`src/rtl/fifo_button_ctrl_pkg.sv`:
```
// fifo_button_ctrl_pkg: shared FSM encoding and arbiter grant constants.
package fifo_button_ctrl_pkg;
  typedef enum logic [2:0] {IDLE, WRITE, READ, RD_WAIT, CAPTURE} state_t;
  localparam logic GRANT_WR = 1'b0;
  localparam logic GRANT_RD = 1'b1;
endpackage

```
`src/rtl/fifo_button_ctrl_rr_arb2.sv`:
```
// rr_arb2: two-requester round-robin arbiter; last_grant only moves on contention.
module rr_arb2
  import fifo_button_ctrl_pkg::*;
(
  input  logic clk,
  input  logic rst_n,
  input  logic en,
  input  logic req_wr,
  input  logic req_rd,
  output logic gnt_wr,
  output logic gnt_rd
);
  logic last_grant;
  always_comb begin
    gnt_wr = en & req_wr & (~req_rd | (last_grant == GRANT_RD));
    gnt_rd = en & req_rd & (~req_wr | (last_grant == GRANT_WR));
  end
  always_ff @(posedge clk or negedge rst_n)
    if (!rst_n) last_grant <= GRANT_RD;
    else if (en & req_wr & req_rd) last_grant <= gnt_wr ? GRANT_WR : GRANT_RD;
endmodule

```
`src/rtl/fifo_button_ctrl.sv`:
```
// fifo_button_ctrl: sequences FIFO writes/reads from button pulses with full/empty guarding.
module fifo_button_ctrl
  import fifo_button_ctrl_pkg::*;
#(
  parameter int DATA_WIDTH = 8,
  parameter int DEPTH      = 16,
  parameter int RD_LATENCY = 1
) (
  input  logic                       clk,
  input  logic                       rst_n,
  input  logic                       wr_pulse,
  input  logic                       rd_pulse,
  input  logic                       clr_err,
  input  logic [DATA_WIDTH-1:0]      sw_data,
  input  logic                       fifo_full,
  input  logic                       fifo_empty,
  input  logic [DATA_WIDTH-1:0]      fifo_rd_data,
  output logic                       fifo_wr_en,
  output logic [DATA_WIDTH-1:0]      fifo_wr_data,
  output logic                       fifo_rd_en,
  output logic [DATA_WIDTH-1:0]      led_data,
  output logic                       rd_valid,
  output logic                       overflow_err,
  output logic                       underflow_err,
  output logic [$clog2(DEPTH):0]     level,
  output logic                       busy
);
  localparam int LW = $clog2(DEPTH) + 1;
  localparam int CW = $clog2(RD_LATENCY + 1);
  localparam logic [CW-1:0] WAIT_LOAD = CW'(RD_LATENCY > 1 ? RD_LATENCY - 2 : 0);
  state_t state, state_n;
  logic wr_pend, rd_pend, gnt_wr, gnt_rd;
  logic [CW-1:0] wait_cnt, wait_cnt_n;
  rr_arb2 u_arb (
    .clk   (clk),
    .rst_n (rst_n),
    .en    (state == IDLE),
    .req_wr(wr_pend),
    .req_rd(rd_pend),
    .gnt_wr(gnt_wr),
    .gnt_rd(gnt_rd)
  );
  always_comb begin
    state_n = state;
    case (state)
      IDLE:    state_n = gnt_wr ? (fifo_full ? IDLE : WRITE) :
                         gnt_rd ? (fifo_empty ? IDLE : READ) : IDLE;
      WRITE:   state_n = IDLE;
      READ:    state_n = (RD_LATENCY == 1) ? CAPTURE : RD_WAIT;
      RD_WAIT: state_n = (wait_cnt == '0) ? CAPTURE : RD_WAIT;
      CAPTURE: state_n = IDLE;
      default: state_n = IDLE;
    endcase
    wait_cnt_n = (state == READ) ? WAIT_LOAD :
                 (state == RD_WAIT && wait_cnt != '0) ? wait_cnt - 1'b1 : wait_cnt;
  end
  always_ff @(posedge clk or negedge rst_n)
    if (!rst_n) begin
      state         <= IDLE;
      wr_pend       <= 1'b0;
      rd_pend       <= 1'b0;
      wait_cnt      <= '0;
      fifo_wr_en    <= 1'b0;
      fifo_rd_en    <= 1'b0;
      fifo_wr_data  <= '0;
      led_data      <= '0;
      rd_valid      <= 1'b0;
      overflow_err  <= 1'b0;
      underflow_err <= 1'b0;
      level         <= '0;
      busy          <= 1'b0;
    end else begin
      state         <= state_n;
      wr_pend       <= wr_pulse | (wr_pend & ~gnt_wr);
      rd_pend       <= rd_pulse | (rd_pend & ~gnt_rd);
      wait_cnt      <= wait_cnt_n;
      fifo_wr_en    <= (state_n == WRITE);
      fifo_rd_en    <= (state_n == READ);
      busy          <= (state_n != IDLE);
      fifo_wr_data  <= (gnt_wr & ~fifo_full) ? sw_data : fifo_wr_data;
      led_data      <= (state == CAPTURE) ? fifo_rd_data : led_data;
      rd_valid      <= (state == CAPTURE);
      overflow_err  <= (gnt_wr & fifo_full) | (overflow_err & ~clr_err);
      underflow_err <= (gnt_rd & fifo_empty) | (underflow_err & ~clr_err);
      level         <= (state == WRITE && level != LW'(DEPTH)) ? level + 1'b1 :
                       (state == READ && level != '0) ? level - 1'b1 : level;
    end
endmodule

```
`config.mk`:
```
export PLATFORM = sky130hd
export DESIGN_NAME = fifo_button_ctrl
export DESIGN_NICKNAME = d
export VERILOG_FILES = /design/src/rtl/fifo_button_ctrl_pkg.sv /design/src/rtl/fifo_button_ctrl_rr_arb2.sv /design/src/rtl/fifo_button_ctrl.sv
export SDC_FILE = /design/constraint.sdc
export NUM_CORES = 1
export LEC_CHECK = 0
export ABC_AREA = 1
export CAP_MARGIN = 15
export CORE_ASPECT_RATIO = 1.4
export CORE_MARGIN = 1.5
export CORE_UTILIZATION = 48
export DETAILED_ROUTE_END_ITERATION = 10
export PLACE_DENSITY = 0.84
export SLEW_MARGIN = 20
export SYNTH_ARGS = -nofsm -noshare
export SYNTH_HDL_FRONTEND = slang
export SYNTH_HIERARCHICAL = 1
export SYNTH_SLANG_ARGS = --single-unit
```
`constraint.sdc`:
```
create_clock -name clk -period 4.1 [get_ports clk]
set_clock_uncertainty 0.2 [all_clocks]
set_input_delay 0.82 -clock clk [delete_from_list [all_inputs] [get_ports clk]]
set_output_delay 0.82 -clock clk [all_outputs]
set_load 0.05 [all_outputs]
```
==> reports/qor.yml <==
status:
  status: "finished clean"
cts:
  clk_latency_ns: 0.29
  clkTransAtPathRegs_ns: 0.07
  numCtsBuffers: 5
  clock_sinks: 34
  cts_hold_repair.buffers: 0
  clk_path_buf_depth: 2
  postCtsSetupRepairBufs: 0
  cts-root-buf: "clkbuf_8"
  htreeDepth: 2
  cts_resized: 0
  cts_tree: "done"
route:
  ant_nets: 0
  viasPerCell: 4.96
  wirelength_um: 3100
  drt_iter0_drc: 28
  vias: 1249
  drc: 0
  wl_per_cell_um: 12.3
  first_pass_iters: 4
timing:
  finalSetupViolations: 0
  finalSetupTns_ns: 0
  post-route-min-period_ns: 2.59
  fmax_ghz: 0.386
  post-route-period-util: 0.632
  rsz0062_at_grt: "false"
  max_slew_margin: 0.652
  finalHoldViolations: 0
  drv_slew: 0
  tightest_slew_ns: 0.520
cells_and_area:
  n_antenna_cell: 0
  n_fill_cell: 217
  final_layout_size_suffix_gt1_frac: 0.112
  syn2layout_area_growth_pct: 41.9
  fin_nets: 242
setup_path:
  reg2reg_depth: 10
  critical_path.endpoint_type: "output pin"
  cp_slowest_cell: "clkdlybuf4s50_1"
  cp_max_fo: 6
  cp.arrival_ns: 1.57
  cp.depth: 1
  crit_start: "level[0]"
  crit_buf_inv: 1
  critPathTopFamily: "buffers and inverters"
  path_cells: "clkdlybuf4s50_1"
  required_ns: 3.08
  slowest_delay_ns: 0.84
  critPathLaunchType: "register"
  r2r_start: "level[0]"
  path_class: "reg2out"
die:
  rows: 23
  die_area_um2: 3430
  floorplan.initialDensity: 0.509
  die_w_um: 49.9
  io_pins: 50
  fp.dieH_um: 68.7
  core_region_area_um2: 2910
logic_synthesis:
  ys_types: 21
  yosys_warnings: 6
  synthTopCellsByCount: "nand2_1 (52), dfrtp_1 (33), inv_1 (17)"
  synthCells: 158
  yosys.area.top_type_share: 0.558
  syn-cell-area_um2: 1480
  avgSynthCellArea_um2: 9.37
  ys_ff_latch: 34
  synth_most_common_cell: "nand2_1"
  synth_top_area_cell: "dfrtp_1"
  yosysSeqAreaShare: 0.576
  synth_edf_count: 0
  synthFlopType: "dfrtp_1"
  syn_nets: 185
  yosys-top-cells-area: "dfrtp_1 (56%), nand2_1 (13%), mux2_2 (6.1%), inv_1 (4.3%), nand3_1 (3.7%)"
  async_flop_share: 1.00
place:
  place_congestion: 0.739
  dp_hpwl_um: 2360
  io_buffers: 49
global_routing:
  grt_usage: 0.207
  antenna_found_initial: 0
  grt_max_degree: 35
  gr-total-overflow: 0
  grt_pass1_wl_um: 5210
  first_global_vias: 1230
hold_path:
  whs_path_depth: 1
  min_from: "wait_cnt"
  hp-class: "reg2reg"
run:
  drv_cap: 0
-- final timing paths --
check	endpoint	slack (ns)
max	level[0]	1.51
min	state[2]	0.23
max reg2reg	level[4]	2.04
min reg2reg	state[2]	0.23
max in group asynchronous	u_arb/last_grant	2.64
min in group asynchronous	underflow_err	0.74
-- area by class of cell --
type	count	area (µm²)	area share
Sequential cell	34	852	0.406
Tap cell	37	46.3	0.0220
Timing Repair Buffer	50	498	0.237
Clock buffer	7	76.3	0.0363
Inverter	19	71.3	0.0339
Multi-Input combinational cell	105	557	0.265
-- cells in the final DEF, fill, tap and decap left out, drive strengths merged --
| cell | n |
|---|---|
| xor2 | 1 |
| or2 | 1 |
| clkbuf | 7 |
| nor3 | 2 |
| nand4 | 1 |
| a21o | 1 |
| dfstp | 1 |
| o22ai | 1 |
| nand2 | 57 |
| mux2 | 8 |
| a21oi | 4 |
| nand3 | 11 |
| o21bai | 1 |
| nor2 | 12 |
| o21ai | 1 |
| buf | 1 |
| inv | 19 |
| fa | 1 |
| ha | 3 |
| dfrtp | 33 |
| clkdlybuf4s50 | 49 |
-- registers in the layout, summed over array words and instances, names as in the netlist, 3 cells and up --
register	count
fifo_wr_data	8
led_data	8
level	5
state	3
-- stage by stage --
stage / util / instance area [µm²] / cells / hold WS (ns) / setup WS [ns]
after floorplan: - / 1480 / 158 / 0.220 / 1.96
after global placement: 0.697 / 2020 / 245 / 0.227 / 1.83
after detailed placement: 0.697 / 2020 / 245 / 0.231 / 1.81
after CTS: 0.723 / 2100 / 252 / 0.235 / 1.50
after global routing: 0.723 / 2100 / 252 / 0.246 / 1.44
final: 0.723 / 2100 / 252 / 0.235 / 1.51
-- logic make-up after synthesis --
logic type	after synthesis	synth area share
xor+xnor	1	0.00592
flops	34	0.576
mux	8	0.0609
buf+inv	19	0.0482
compound gates	8	0.0313
fa+ha+maj	4	0.0389
simple gates	84	0.239
-- layer usage --
metal  vias up  part of all wire  wire length (µm)  track usage
met1       586              0.39              1220        0.221
met4         0             0.025                77        0.128
met3        10             0.054               168       0.0711
met2        44              0.53              1640        0.353
met5         -                 0                 0            0
li1        609                 -                 -            -
Power is not shown: default switching activity piles up to over one toggle a cycle in this logic, so the estimate is an artifact.
